`src/rtl/oled_spi_pkg.sv`:
```
// rtl/oled_spi_pkg.sv - shared constants and types for the OLED SPI receiver
// Purpose: PMOD pin indices, CPU register addresses, command codes, FIFO depth
//          and the command decoder state type.
// Ports:   none (package).
package oled_spi_pkg;

    localparam int PIN_SCK  = 1;
    localparam int PIN_MOSI = 2;
    localparam int PIN_CS_N = 3;
    localparam int PIN_DC   = 4;

    localparam logic [3:0] ADDR_FIFO     = 4'd0;
    localparam logic [3:0] ADDR_STATUS   = 4'd1;
    localparam logic [3:0] ADDR_PAGE     = 4'd2;
    localparam logic [3:0] ADDR_COLUMN   = 4'd3;
    localparam logic [3:0] ADDR_LAST_CMD = 4'd4;

    localparam logic [7:0] CMD_SET_PAGE = 8'h22;

    localparam int FIFO_DEPTH = 4;

    typedef enum logic [1:0] {
        C_IDLE   = 2'd0,
        C_PSTART = 2'd1,
        C_PEND   = 2'd2
    } cmd_state_e;

endpackage

```
`src/rtl/tqvp_oled_spi_rx_if.sv`:
```
// rtl/tqvp_oled_spi_rx_if.sv - CPU register bus between host and OLED SPI receiver
// Purpose: groups the register-select / write-strobe / data signals.
// Signals: address[3:0], data_write, data_in[7:0] (host -> receiver),
//          data_out[7:0] (receiver -> host, combinational read data).
// Modports: master (host side), slave (receiver side).
interface tqvp_oled_spi_rx_if;

    logic [3:0] address;
    logic       data_write;
    logic [7:0] data_in;
    logic [7:0] data_out;

    modport master (
        output address,
        output data_write,
        output data_in,
        input  data_out
    );

    modport slave (
        input  address,
        input  data_write,
        input  data_in,
        output data_out
    );

endinterface

```
`src/rtl/oled_rx_fifo.sv`:
```
// rtl/oled_rx_fifo.sv - 4x8 byte FIFO with push, pop and flush
// Purpose: buffers received display data bytes for the CPU.
// Ports:   clk, rst (sync, active-high); push_i/push_data_i write side;
//          pop_i read side; flush_i empties the FIFO and wins over push/pop;
//          head_o raw head entry (qualify with empty_o), count_o, full_o, empty_o.
module oled_rx_fifo
    import oled_spi_pkg::*;
(
    input  logic       clk,
    input  logic       rst,
    input  logic       push_i,
    input  logic [7:0] push_data_i,
    input  logic       pop_i,
    input  logic       flush_i,
    output logic [7:0] head_o,
    output logic [2:0] count_o,
    output logic       full_o,
    output logic       empty_o
);

    localparam int AW = $clog2(FIFO_DEPTH);

    logic [7:0]    mem_q [FIFO_DEPTH];
    logic [AW-1:0] wr_ptr_q;
    logic [AW-1:0] rd_ptr_q;
    logic [2:0]    count_q;
    logic          do_push;
    logic          do_pop;

    assign full_o  = (count_q == 3'(FIFO_DEPTH));
    assign empty_o = (count_q == 3'd0);
    assign count_o = count_q;
    assign head_o  = mem_q[rd_ptr_q];

    // A pop frees a slot in the same cycle, so a push on full is still taken.
    assign do_pop  = pop_i && !empty_o;
    assign do_push = push_i && (!full_o || do_pop);

    always_ff @(posedge clk) begin
        if (rst || flush_i) begin
            wr_ptr_q <= '0;
            rd_ptr_q <= '0;
            count_q  <= 3'd0;
        end else begin
            if (do_push) begin
                mem_q[wr_ptr_q] <= push_data_i;
                wr_ptr_q        <= wr_ptr_q + AW'(1);
            end
            if (do_pop) begin
                rd_ptr_q <= rd_ptr_q + AW'(1);
            end
            count_q <= count_q + 3'(do_push) - 3'(do_pop);
        end
    end

endmodule

```
`src/rtl/tqvp_oled_spi_rx.sv`:
```
// rtl/tqvp_oled_spi_rx.sv - SPI mode-0 target capturing OLED command/data bytes
// Purpose: deserialises MOSI on SCK rising edges while CS_N is low; DC=1 bytes
//          go to a 4-entry FIFO, DC=0 bytes to last_cmd and (optionally) a
//          page/column tracking decoder.
// Ports:   clk, rst (sync, active-high); ui_in PMOD pins [1]SCK [2]MOSI
//          [3]CS_N [4]DC; uo_out tied low; bus = CPU register interface.
// Option:  OLED_RX_CMD_DECODE_EN enables the decoder FSM and page/column
//          counters; without it addr 2 and addr 3 read zero.
module tqvp_oled_spi_rx
    import oled_spi_pkg::*;
(
    input  logic              clk,
    input  logic              rst,
    input  logic [7:0]        ui_in,
    output logic [7:0]        uo_out,
    tqvp_oled_spi_rx_if.slave bus
);

    logic       sck, mosi, cs_n, dc;
    logic       sck_q;
    logic       armed_q;
    logic [2:0] bit_cnt_q;
    logic [6:0] shift_q;
    logic [7:0] last_cmd_q;
    logic       overflow_q;
    logic [7:0] rx_byte_d;
    logic       sample, byte_done, data_push, push_drop;
    logic       pop_req, flush_req, ovf_clr;
    logic [7:0] fifo_head;
    logic [2:0] fifo_count;
    logic       fifo_full, fifo_empty;
    logic [7:0] page_rd, column_rd;
    logic       unused_ok;

    assign sck  = ui_in[PIN_SCK];
    assign mosi = ui_in[PIN_MOSI];
    assign cs_n = ui_in[PIN_CS_N];
    assign dc   = ui_in[PIN_DC];

    assign uo_out    = 8'h00;
    assign unused_ok = &{1'b0, ui_in[7:5], ui_in[0], bus.data_in[7:2]};

    // armed_q is only set while CS_N is high, so after a reset nothing is
    // received until the host deselects and reselects the target.
    assign sample    = sck && !sck_q && !cs_n && armed_q;
    assign rx_byte_d = {shift_q, mosi};
    assign byte_done = sample && (bit_cnt_q == 3'd7);
    assign data_push = byte_done && dc;

    assign pop_req   = bus.data_write && (bus.address == ADDR_FIFO);
    assign flush_req = bus.data_write && (bus.address == ADDR_STATUS) && bus.data_in[1];
    assign ovf_clr   = bus.data_write && (bus.address == ADDR_STATUS) && bus.data_in[0];
    assign push_drop = data_push && fifo_full && !pop_req && !flush_req;

    always_ff @(posedge clk) begin
        if (rst) begin
            sck_q      <= 1'b0;
            armed_q    <= 1'b0;
            bit_cnt_q  <= 3'd0;
            shift_q    <= 7'd0;
            last_cmd_q <= 8'h00;
            overflow_q <= 1'b0;
        end else begin
            sck_q <= sck;
            if (cs_n) begin
                armed_q   <= 1'b1;
                bit_cnt_q <= 3'd0;
                shift_q   <= 7'd0;
            end else if (sample) begin
                bit_cnt_q <= bit_cnt_q + 3'd1;
                shift_q   <= rx_byte_d[6:0];
            end
            if (byte_done && !dc) begin
                last_cmd_q <= rx_byte_d;
            end
            // A drop in the same cycle as a clear keeps the flag set.
            if (push_drop) begin
                overflow_q <= 1'b1;
            end else if (ovf_clr) begin
                overflow_q <= 1'b0;
            end
        end
    end

    oled_rx_fifo u_fifo (
        .clk         (clk),
        .rst         (rst),
        .push_i      (data_push),
        .push_data_i (rx_byte_d),
        .pop_i       (pop_req),
        .flush_i     (flush_req),
        .head_o      (fifo_head),
        .count_o     (fifo_count),
        .full_o      (fifo_full),
        .empty_o     (fifo_empty)
    );

`ifdef OLED_RX_CMD_DECODE_EN
    cmd_state_e cmd_state_q;
    logic [2:0] page_q, page_start_q, page_end_q;
    logic [6:0] column_q;

    // Column/page advance on every received data byte, even if the FIFO drops it.
    always_ff @(posedge clk) begin
        if (rst) begin
            cmd_state_q  <= C_IDLE;
            page_q       <= 3'd0;
            page_start_q <= 3'd0;
            page_end_q   <= 3'd7;
            column_q     <= 7'd0;
        end else if (byte_done) begin
            if (!dc) begin
                unique case (cmd_state_q)
                    C_IDLE: begin
                        if (rx_byte_d == CMD_SET_PAGE) cmd_state_q <= C_PSTART;
                    end
                    C_PSTART: begin
                        page_start_q <= rx_byte_d[2:0];
                        page_q       <= rx_byte_d[2:0];
                        column_q     <= 7'd0;
                        cmd_state_q  <= C_PEND;
                    end
                    C_PEND: begin
                        page_end_q  <= rx_byte_d[2:0];
                        cmd_state_q <= C_IDLE;
                    end
                    default: cmd_state_q <= C_IDLE;
                endcase
            end else begin
                column_q <= column_q + 7'd1;
                if (column_q == 7'd127) begin
                    page_q <= (page_q == page_end_q) ? page_start_q : page_q + 3'd1;
                end
            end
        end
    end

    assign page_rd   = {5'b0, page_q};
    assign column_rd = {1'b0, column_q};
`else
    assign page_rd   = 8'h00;
    assign column_rd = 8'h00;
`endif

    always_comb begin
        bus.data_out = 8'h00;
        case (bus.address)
            ADDR_FIFO:     bus.data_out = fifo_empty ? 8'h00 : fifo_head;
            ADDR_STATUS:   bus.data_out = {overflow_q, ~cs_n, fifo_count, 3'b000};
            ADDR_PAGE:     bus.data_out = page_rd;
            ADDR_COLUMN:   bus.data_out = column_rd;
            ADDR_LAST_CMD: bus.data_out = last_cmd_q;
            default:       bus.data_out = 8'h00;
        endcase
    end

endmodule

```
`src/flat_wrapper.sv`:
```
// flat-port wrapper written by rule: the top's interface ports become plain ports
module tqvp_oled_spi_rx_flat import oled_spi_pkg::*;
  (clk, rst, ui_in, uo_out, bus_address, bus_data_write, bus_data_in, bus_data_out);
  tqvp_oled_spi_rx_if bus_i ();
  input  logic clk;
  input  logic rst;
  input  logic [7:0] ui_in;
  output logic [7:0] uo_out;
  input wire logic [$bits(bus_i.address)-1:0] bus_address;
  input wire logic [$bits(bus_i.data_write)-1:0] bus_data_write;
  input wire logic [$bits(bus_i.data_in)-1:0] bus_data_in;
  output wire logic [$bits(bus_i.data_out)-1:0] bus_data_out;
  assign bus_i.address = bus_address;
  assign bus_i.data_write = bus_data_write;
  assign bus_i.data_in = bus_data_in;
  assign bus_data_out = bus_i.data_out;
  tqvp_oled_spi_rx u_core (.clk(clk), .rst(rst), .ui_in(ui_in), .uo_out(uo_out), .bus(bus_i));
endmodule
```
`config.mk`:
```
export PLATFORM = sky130hd
export DESIGN_NAME = tqvp_oled_spi_rx_flat
export DESIGN_NICKNAME = d
export VERILOG_FILES = /design/src/rtl/oled_spi_pkg.sv /design/src/rtl/tqvp_oled_spi_rx_if.sv /design/src/rtl/oled_rx_fifo.sv /design/src/rtl/tqvp_oled_spi_rx.sv /design/src/flat_wrapper.sv
export SDC_FILE = /design/constraint.sdc
export NUM_CORES = 1
export LEC_CHECK = 0
export CORE_UTILIZATION = 31
export DETAILED_ROUTE_END_ITERATION = 6
export HOLD_SLACK_MARGIN = 0.05
export PLACE_DENSITY_LB_ADDON = 0.3
export SLEW_MARGIN = 20
export SYNTH_ARGS = -nofsm -noshare
export SYNTH_HDL_FRONTEND = slang
export SYNTH_HIERARCHICAL = 1
export SYNTH_SLANG_ARGS = --single-unit
export TNS_END_PERCENT = 1
```
`constraint.sdc`:
```
create_clock -name clk -period 2.7 [get_ports clk]
set_clock_uncertainty 0.2 [all_clocks]
set_input_delay 0.54 -clock clk [delete_from_list [all_inputs] [get_ports clk]]
set_output_delay 0.54 -clock clk [all_outputs]
set_load 0.03 [all_outputs]
```
== Word-level counts from Yosys, hierarchy flattened ==
Memory sizes are Yosys's and may differ from the RTL's. A register that Yosys moved wholly into a read port is not among the register bits.
Cells that the tools add are included.

* Mux-type cells: 9
* Equal/unequal tests: 4
* Bitwise operators: 1
* Reductions and logical operators: 28
* Add/sub/neg operators: 5

{| class="wikitable"
|+ Operators by type and width
! cell !! number
|-
| 8-bit case mux with 3 select lines || 1
|-
| 1-bit logical AND || 15
|-
| 8-bit two-way mux || 1
|-
| 1-bit zero test || 7
|-
| 3-bit == test, second input constant || 2
|-
| 1-bit two-way mux || 5
|-
| 2-bit by 1-bit adder with 2-bit output, second input constant || 2
|-
| 4-bit by 1-bit == test with 1-bit output, second input constant || 1
|-
| 4-bit by 3-bit == test with 1-bit output, second input constant || 1
|-
| 4-bit zero test || 1
|-
| 2-bit two-way mux || 2
|-
| 3-bit by 1-bit adder with 3-bit output || 1
|-
| 3-bit by 1-bit adder with 3-bit output, second input constant || 1
|-
| 3-bit zero test || 1
|-
| 3-bit by 1-bit subtractor with 3-bit output || 1
|-
| 1-bit logical OR || 2
|-
| 2-bit nonzero test || 1
|-
| 2-bit OR reduction || 1
|-
| 1-bit inverter || 1
|}

* Logic and storage cells: 57
* Output and inout port bits: 16
* Bits in writable memories: 32
* Memories: 1
* Flip-flop bits (word level): 28
* Input bits: 23

{| class="wikitable"
|+ Memories
! memory !! depth !! bits a word !! rd ports !! clocked after Yosys merged registers in !! wr ports !! RTL line !! source
|-
| u_core.u_fifo.mem_q || 4 || 8 || 1 || 1 || 1 || oled_rx_fifo.sv:23 || <nowiki>logic [7:0] mem_q [FIFO_DEPTH];</nowiki>
|}

== Logic depth before layout (Yosys ltp) ==
Gate-level depths: netlist (run 1).

* Word-level depth: 10
* Gate-level depth with buffers: 11
* Mapped depth without buffers: 11

== By module ==
Netlist (run 1), hierarchy kept.

{| class="wikitable"
|+ Modules (own cells, without submodules)
! module !! instances !! cells each !! seq. area each (um^2) !! area each (um^2)
|-
| oled_rx_fifo || 1 || 89 || 1,141.1 || 1,647.8
|-
| tqvp_oled_spi_rx || 1 || 131 || 420.4 || 1,116.1
|}

== Worst setup path after synthesis (run 1) ==
OpenSTA, ideal clock, no wires.

* Kind: input-to-reg
* Start point: input port ui_in[3]
* End point: register u_core.u_fifo.count_q[2] (netlist: u_core/u_fifo/count_o[2])
* Required time: 2,379 ps
* Path slack: 101 ps
* Stages on the path: 10
* Arrival: 2,278 ps
* Buffers on the path: 1
* Setup time: 121 ps
* Cells stage by stage: and3b_1 > buf_2 > and3_1 > or2_1 > a21bo_1 > ha_1 > fa_1 > xnor2_1 > xnor2_1 > nor3_1

* Longest elaborated chain between the ends: 8

{| class="wikitable"
|+ RTL lines
! what !! RTL line !! source
|-
| start: declaration || flat_wrapper.sv:7 || <nowiki>input logic [7:0] ui_in;</nowiki>
|-
| 1-bit zero test || tqvp_oled_spi_rx.sv:45 || <nowiki>assign sample = sck && !sck_q && !cs_n && armed_q;</nowiki>
|-
| 1-bit logical AND (2 in series) || tqvp_oled_spi_rx.sv:45 ||
|-
| 1-bit logical AND || tqvp_oled_spi_rx.sv:47 || <nowiki>assign byte_done = sample && (bit_cnt_q == 3'd7);</nowiki>
|-
| 1-bit logical AND || tqvp_oled_spi_rx.sv:48 || <nowiki>assign data_push = byte_done && dc;</nowiki>
|-
| named net u_core.data_push || tqvp_oled_spi_rx.sv:27 || <nowiki>logic sample, byte_done, data_push, push_drop;</nowiki>
|-
| 1-bit logical AND || oled_rx_fifo.sv:37 || <nowiki>assign do_push = push_i && (!full_o || do_pop);</nowiki>
|-
| 3-bit by 1-bit adder with 3-bit output || oled_rx_fifo.sv:52 || <nowiki>count_q <= count_q + 3'(do_push) - 3'(do_pop);</nowiki>
|-
| 3-bit by 1-bit subtractor with 3-bit output || oled_rx_fifo.sv:52 ||
|-
| end signal: assignment || oled_rx_fifo.sv:52 ||
|-
| end: declaration || oled_rx_fifo.sv:26 || <nowiki>logic [2:0] count_q;</nowiki>
|}

The timed path passes the listed nets, and every way through them passes these cells.
A chain may end at the register's enable or synchronous reset.

==> results of run 1 <==
[flip-flops by register name, summed over array words and instances (netlist names), named ones only]
name	flops
u_core/u_fifo/mem_q	32
u_core/last_cmd_q	8
u_core/shift_q	7
u_core/bit_cnt_q	3
u_core/u_fifo/count_o	3
u_core/u_fifo/rd_ptr_q	2
u_core/u_fifo/wr_ptr_q	2
u_core/armed_q	1
u_core/overflow_q	1
u_core/sck_q	1
[final timing paths]
kind	start	end	cells past startpoint
max reg2reg	u_core/bit_cnt_q[0]	u_core/u_fifo/count_o[2]	11
min reg2reg	u_core/bit_cnt_q[1]	u_core/bit_cnt_q[1]	2
max	flop	bus_data_out[5]	4
min	u_core/bit_cnt_q[1]	u_core/bit_cnt_q[1]	2
[worst max-delay path, delay by kind of cell, from the launching register on]
family,cells,cell delay [ns]
mux,1,0.50
buf+inv,2,0.33
compound gates,1,0.38
flops,1,0.33
[power by group through the flow]
stage	Combinational, mW	Clock, mW	Sequential [mW]
CTS	0.0878	1.09	0.986
global placement	0.0829	0	1.01
finish	0.0876	1.06	0.987
detailed placement	0.0836	0	1.01
global route	0.0950	1.14	0.986
floorplan	0.0454	0	1.01
[synthesized netlist by cell type (2+ instances only)]
cell	n
sky130_fd_sc_hd__edfxtp_1	32
sky130_fd_sc_hd__dfxtp_1	30
sky130_fd_sc_hd__nand2_1	22
sky130_fd_sc_hd__a21oi_1	17
sky130_fd_sc_hd__buf_4	8
sky130_fd_sc_hd__mux4_2	8
sky130_fd_sc_hd__nand3_1	8
sky130_fd_sc_hd__ha_1	7
sky130_fd_sc_hd__and2_1	6
sky130_fd_sc_hd__and3_1	6
sky130_fd_sc_hd__o21ai_0	6
sky130_fd_sc_hd__a221o_1	5
sky130_fd_sc_hd__inv_1	5
sky130_fd_sc_hd__nor3_1	5
sky130_fd_sc_hd__nor2_1	4
sky130_fd_sc_hd__a22o_1	3
sky130_fd_sc_hd__buf_2	3
sky130_fd_sc_hd__clkbuf_1	3
sky130_fd_sc_hd__nor2b_1	3
sky130_fd_sc_hd__o21ai_1	3
sky130_fd_sc_hd__xnor2_1	3
sky130_fd_sc_hd__and2b_1	2
sky130_fd_sc_hd__buf_1	2
sky130_fd_sc_hd__mux2i_1	2
sky130_fd_sc_hd__nand3b_1	2
sky130_fd_sc_hd__xor2_1	2
[area by class of cell]
cell class | instances | area share, %
timing repair buffer | 46 | 13.1
clock buffer | 10 | 3.53
tap | 108 | 3.74
inverter | 5 | 0.519
clock inverter | 6 | 3.70
multi-input combinational | 143 | 32.2
sequential | 62 | 43.3
[repair_timing]
| action | 4_1_cts | 5_1_grt |
|---|---|---|
| pin swaps | 3 | 2 |
| endpoints found under the setup margin | 10 | 4 |
| setup buffers | 2 | 0 |
| resized for setup | 12 | 14 |
[metal layers]
metal  wire (um)  global-route usage [%]
met1        2760                    18.0
met2        2780                    21.4
met5           0                       0
met3         254                    4.85
met4          87                    5.51
[cell families (layout without fill, tap and decap cells)]
logic type / after synthesis / after routing / synth area share [%]
buffers and inverters: 22 / 67 / 4.48
DFF: 62 / 62 / 56.5
other: 1 / 8 / 0.136
AOI/OAI and AO/OA: 40 / 40 / 10.1
xor gates and xnor gates: 5 / 5 / 1.58
and+or+nand+nor: 72 / 72 / 16.0
adders and majority gates: 8 / 8 / 3.89
muxes: 10 / 10 / 7.24
==> qor.yml, run 1 <==
crit_path_start_kind: "flop"
report.final.setup_viol: 0
postSynthRegisterBits: 62
stdcell_count: 380
die-area_um2: 9300
diodes: 0
drt-initial-drc-count: 35
timing_worst_setup_path_type: "flop to output port"
final_cell_mix: "sky130_fd_sc_hd__edfxtp_1 (32), sky130_fd_sc_hd__dfxtp_1 (28), sky130_fd_sc_hd__buf_4 (22), sky130_fd_sc_hd__nand2_1 (22), sky130_fd_sc_hd__a21oi_1 (17)"
dominantRegCellSynth: "sky130_fd_sc_hd__edfxtp_1"
power.combinational.fraction_pct: 4.1
cp_max_fo: 7
crit_path_max_incr_delay_ns: 0.50
drv_cap: 0
drc: 0
placed_cell_area_um2: 3260
r2r_slack_ns: 0.16
postCtsHoldBufs: 0
rsz0062_at_grt: "no"
initial_utilization_pct: 31.8
cp_max_stage_cell: "sky130_fd_sc_hd__mux4_2"
final_critical_path_setup_slack_ns: 0.0833
seq_area_um2: 1560
layout-area-overhead-vs-synth_pct: 30.8
worstHoldPathType: "flop to flop"
relSlewSlack_pct: 63.0
clk_root_buffer_cell: "sky130_fd_sc_hd__clkbuf_8"
internal_power_mw: 1.73
grt_antenna_before_repair: 0
total_power_mw: 2.14
clkTransAtPathRegs_ns: 0.07
yosys_warnings: 6
critical_path.cell_chain: "buf_6, mux4_2, a221o_1, buf_12"
fin_setup_tns_ns: 0
synthesis.area_per_instance_um2: 12.6
dp.final_hpwl_mm: 4.06
placement.io_buffers: 20
power_per_cell_area_nw_per_um2: 591
vdd_ir_drop_max_v: 0.000294
wirelength_per_cell_um: 15.5
fmaxAchievable_ghz: 0.382
end_kind: "output port"
clock-sinks: 62
synth-edff-count: 32
rows: 34
fin_area_um2: 3620
drive_above_1_share_pct: 27.9
global_route_wire_length_before_repair_mm: 9.14
fin_util_pct: 41.7
pre_cts_ws_ns: -0.412
grt_max_degree: 18
final_period_minus_worst_setup_slack_ns: 2.62
area_of_the_multi_input_gates_um2: 1160
pwr-share-clk_pct: 49.7
timing.critical_path.required_ns: 1.96
synthDistinctLibCells: 49
sequentialPowerShare_pct: 46.2
clock_tree.buffer_depth: 2
ports_placed_on_the_boundary: 39
numCtsBuffers: 9
synthesis.area_um2: 2760
cp_data_arrival_time_ns: 1.88
die_w_um: 96.4
power.static_leakage_nw: 1.31
run_status: "complete, no violations"
totalWireLength_mm: 5.88
core-area_um2: 8680
synth_top_area_share_pct: 34.8
numPlacedInstances: 362
yosysTopAreaCell: "sky130_fd_sc_hd__edfxtp_1"
vias: 1823
first_global_vias: 1713
num-nets-final: 298
filler_cell_count: 817
placer_congestion_estimate: 0.716
detail_route.vias_per_cell: 4.80
fraction_of_the_cycle_the_final_worst_path_needs_pct: 96.9
tritoncts: "built"
hold_violations: 0
drtAntennaViolNets: 0
synth.area.top_cells: "sky130_fd_sc_hd__edfxtp_1 (35%), sky130_fd_sc_hd__dfxtp_1 (22%), sky130_fd_sc_hd__mux4_2 (6.5%), sky130_fd_sc_hd__ha_1 (3.2%), sky130_fd_sc_hd__a21oi_1 (3.1%)"
finalMaxSlewViolations: 0
clkLatencyLatePin_ns: 0.34
ys_async_sr_fraction_pct: 0
globalRouteTotalUtil_pct: 14.0
syn_inst: 220
worst_tran_pin_value_ns: 0.553
mostFrequentLayoutCell: "sky130_fd_sc_hd__edfxtp_1"
globalRoute.totalOverflow: 0
synth_sequential_area_ratio_pct: 56.5
holdWs_ns: 0.277
firstDrtPassIters: 4
switching_share_pct: 19.2
cts.htree.levels: 3
vertical_die_dimension_um: 96.4
switchingPower_mw: 0.411
Note: power is estimated with default switching activity, not from simulation.
==> run 2, diff against run 1 <==
--- a/config.mk
+++ b/config.mk
@@ -7,6 +7,7 @@
 export LEC_CHECK = 0
 export CORE_UTILIZATION = 31
 export DETAILED_ROUTE_END_ITERATION = 6
+export DONT_BUFFER_PORTS = 1
 export HOLD_SLACK_MARGIN = 0.05
 export PLACE_DENSITY_LB_ADDON = 0.3
 export SLEW_MARGIN = 20
==> qor.yml, run 2 (same netlist as run 1, synthesis figures left out) <==
fmaxAchievable_ghz: 0.385  # was 0.382 GHz
largest_reg_flops: 32  # unchanged
report.final.setup_viol: 0  # unchanged
totalWireLength_mm: 5.51  # was 5.88 mm
tritoncts: "built"  # unchanged
globalRoute.totalOverflow: 0  # unchanged
core-area_um2: 8680  # unchanged
crit_path_start_kind: "flop"  # unchanged
drt-initial-drc-count: 77  # was 35
power.static_leakage_nw: 1.08  # was 1.31 nW
area_of_the_multi_input_gates_um2: 1120  # was 1160 um^2
pwr-share-clk_pct: 44.4  # was 49.7%
drc: 0  # unchanged
end_kind: "output port"  # unchanged
switching_share_pct: 20.5  # was 19.2%
final_period_minus_worst_setup_slack_ns: 2.60  # was 2.62 ns
worstHoldPathType: "primary input to flop"  # was flop to flop
vdd_ir_drop_max_v: 0.000213  # was 0.000294 V
drtAntennaViolNets: 0  # unchanged
placement.io_buffers: 0  # was 20
vertical_die_dimension_um: 96.4  # unchanged
total_power_mw: 1.85  # was 2.14 mW
timing_worst_setup_path_type: "flop to output port"  # unchanged
worstPathBufferInverterCount: 1  # was 2
placer_congestion_estimate: 0.708  # was 0.716
cp_max_fo: 8  # was 7
grt_util_met2_pct: 19.6  # was 21.4%
die_w_um: 96.4  # unchanged
crit_path_max_incr_delay_ns: 0.52  # was 0.50 ns
rows: 34  # unchanged
globalRouteTotalUtil_pct: 12.7  # was 14.0%
clkLatencyLatePin_ns: 0.33  # was 0.34 ns
sequentialPowerShare_pct: 53.3  # was 46.2%
final_cell_mix: "sky130_fd_sc_hd__edfxtp_1 (32), sky130_fd_sc_hd__dfxtp_1 (29), sky130_fd_sc_hd__nand2_1 (22), sky130_fd_sc_hd__a21oi_1 (17), sky130_fd_sc_hd__clkbuf_8 (11)"  # was sky130_fd_sc_hd__edfxtp_1 (32), sky130_fd_sc_hd__dfxtp_1 (28), sky130_fd_sc_hd__buf_4 (22), sky130_fd_sc_hd__nand2_1 (22), sky130_fd_sc_hd__a21oi_1 (17)
first_global_vias: 1504  # was 1713
switchingPower_mw: 0.380  # was 0.411 mW
timing.critical_path.max_delay_family: "multiplexers"  # unchanged
finalMaxSlewViolations: 0  # unchanged
grt_max_degree: 19  # was 18
clkTransAtPathRegs_ns: 0.07  # about the same
wirelength_per_cell_um: 15.9  # was 15.5 um
initial_utilization_pct: 31.8  # unchanged
num-nets-final: 265  # was 298
registers.top_by_ff_count: "u_core/u_fifo/mem_q"  # unchanged
fraction_of_the_cycle_the_final_worst_path_needs_pct: 96.2  # was 96.9%
detail_route.vias_per_cell: 4.94  # was 4.80
clk_root_buffer_cell: "sky130_fd_sc_hd__clkbuf_8"  # unchanged
internal_power_mw: 1.47  # was 1.73 mW
worst_tran_pin_value_ns: 0.514  # was 0.553 ns
dp.final_hpwl_mm: 3.74  # was 4.06 mm
placed_cell_area_um2: 2950  # was 3260 um^2
seq_area_um2: 1560  # about the same
fin_util_pct: 36.8  # was 41.7%
global_route_wire_length_before_repair_mm: 8.08  # was 9.14 mm
filler_cell_count: 858  # was 817
fin_setup_tns_ns: 0  # unchanged
layout-area-overhead-vs-synth_pct: 15.5  # was 30.8%
numCtsBuffers: 9  # unchanged
cts.htree.levels: 3  # unchanged
grt-busiest-layer: "met2"  # unchanged
cp_max_stage_cell: "sky130_fd_sc_hd__mux4_2"  # unchanged
die-area_um2: 9300  # unchanged
clock_tree.buffer_depth: 2  # unchanged
cp_data_arrival_time_ns: 1.86  # was 1.88 ns
firstDrtPassIters: 4  # unchanged
holdWs_ns: 0.0759  # was 0.277 ns
timing.critical_path.required_ns: 1.96  # about the same
ports_placed_on_the_boundary: 39  # unchanged
mostFrequentLayoutCell: "sky130_fd_sc_hd__edfxtp_1"  # unchanged
drive_above_1_share_pct: 21.8  # was 27.9%
critical_path.cell_chain: "buf_4, mux4_2, a221o_2"  # was buf_6, mux4_2, a221o_1, buf_12
use_met1_pct: 15.8  # was 18.0%
hold_violations: 0  # unchanged
drv_cap: 0  # unchanged
groute.layer.met3.usage_pct: 5.71  # was 4.85%
diodes: 0  # unchanged
clock-sinks: 62  # unchanged
fin_area_um2: 3190  # was 3620 um^2
reg.largest.list: "u_core/u_fifo/mem_q (32), u_core/last_cmd_q (8), u_core/shift_q (7)"  # unchanged
power.combinational.fraction_pct: 2.3  # was 4.1%
vias: 1713  # was 1823
relSlewSlack_pct: 65.6  # was 63.0%
grt_antenna_before_repair: 0  # unchanged
run_status: "complete, no violations"  # unchanged
power_per_cell_area_nw_per_um2: 580  # was 591 nW/um^2
-- run 2: changes by cell type in the layout (fill, tap and decap cells not counted), moves of 3 or more --
cell / delta
sky130_fd_sc_hd__bufinv_16: -3
sky130_fd_sc_hd__clkinvlp_4: +3
sky130_fd_sc_hd__dlygate4sd2_1: -4
sky130_fd_sc_hd__buf_6: -6
sky130_fd_sc_hd__clkdlybuf4s50_1: -6
sky130_fd_sc_hd__buf_4: -14
-- run 2: stage by stage --
step,std cells,setup WS [ns]
global route,347,-0.00595
detailed placement,329,0.0391
CTS,345,0.0150
finish,347,0.101
global placement,329,0.0477
floorplan,227,0.101
-- run 2: cell type report --
type                    instances  area share, %
well taps                     108           4.23
multi-input cells             143           35.0
flip-flops and latches         62           48.9
clock buffers                  11           4.74
inverters                       5          0.588
clock inverters                 5           1.80
repair buffers                 13           4.70
-- run 2: power by group through the flow --
stage | logic, mW | clock network, mW | registers (mW)
2_1_floorplan | 0.0454 | 0 | 1.01
3_3_place_gp | 0.0415 | 0 | 1.01
3_5_place_dp | 0.0415 | 0 | 1.01
4_1_cts | 0.0416 | 0.843 | 0.986
5_1_grt | 0.0474 | 0.880 | 0.986
6_report | 0.0432 | 0.822 | 0.987
-- run 2: per-layer routing --
layer  up-vias  wire, um
met3         8       374
met5         -         0
li1        831         -
met1       831      2510
met4         0        65
met2        43      2560
-- run 2: path summary, 6_finish.rpt --
path / from / cells after the start / slack (ns) / end
worst max-delay path: flop / 3 / 0.10 / bus_data_out[5]
worst min-delay path: rst / 1 / 0.08 / u_core/last_cmd_q[6]
worst max register to register: u_core/bit_cnt_q[0] / 11 / 0.11 / u_core/u_fifo/count_o[2]
worst min register to register: u_core/bit_cnt_q[2] / 2 / 0.27 / u_core/bit_cnt_q[2]
-- run 2: what timing repair did --
item                                   4_1_cts  5_1_grt
setup endpoints to repair                    0        3
endpoints found under the hold margin        0        2
hold buffers                                 0        1
resized for setup                            0        7
setup buffers                                0        1
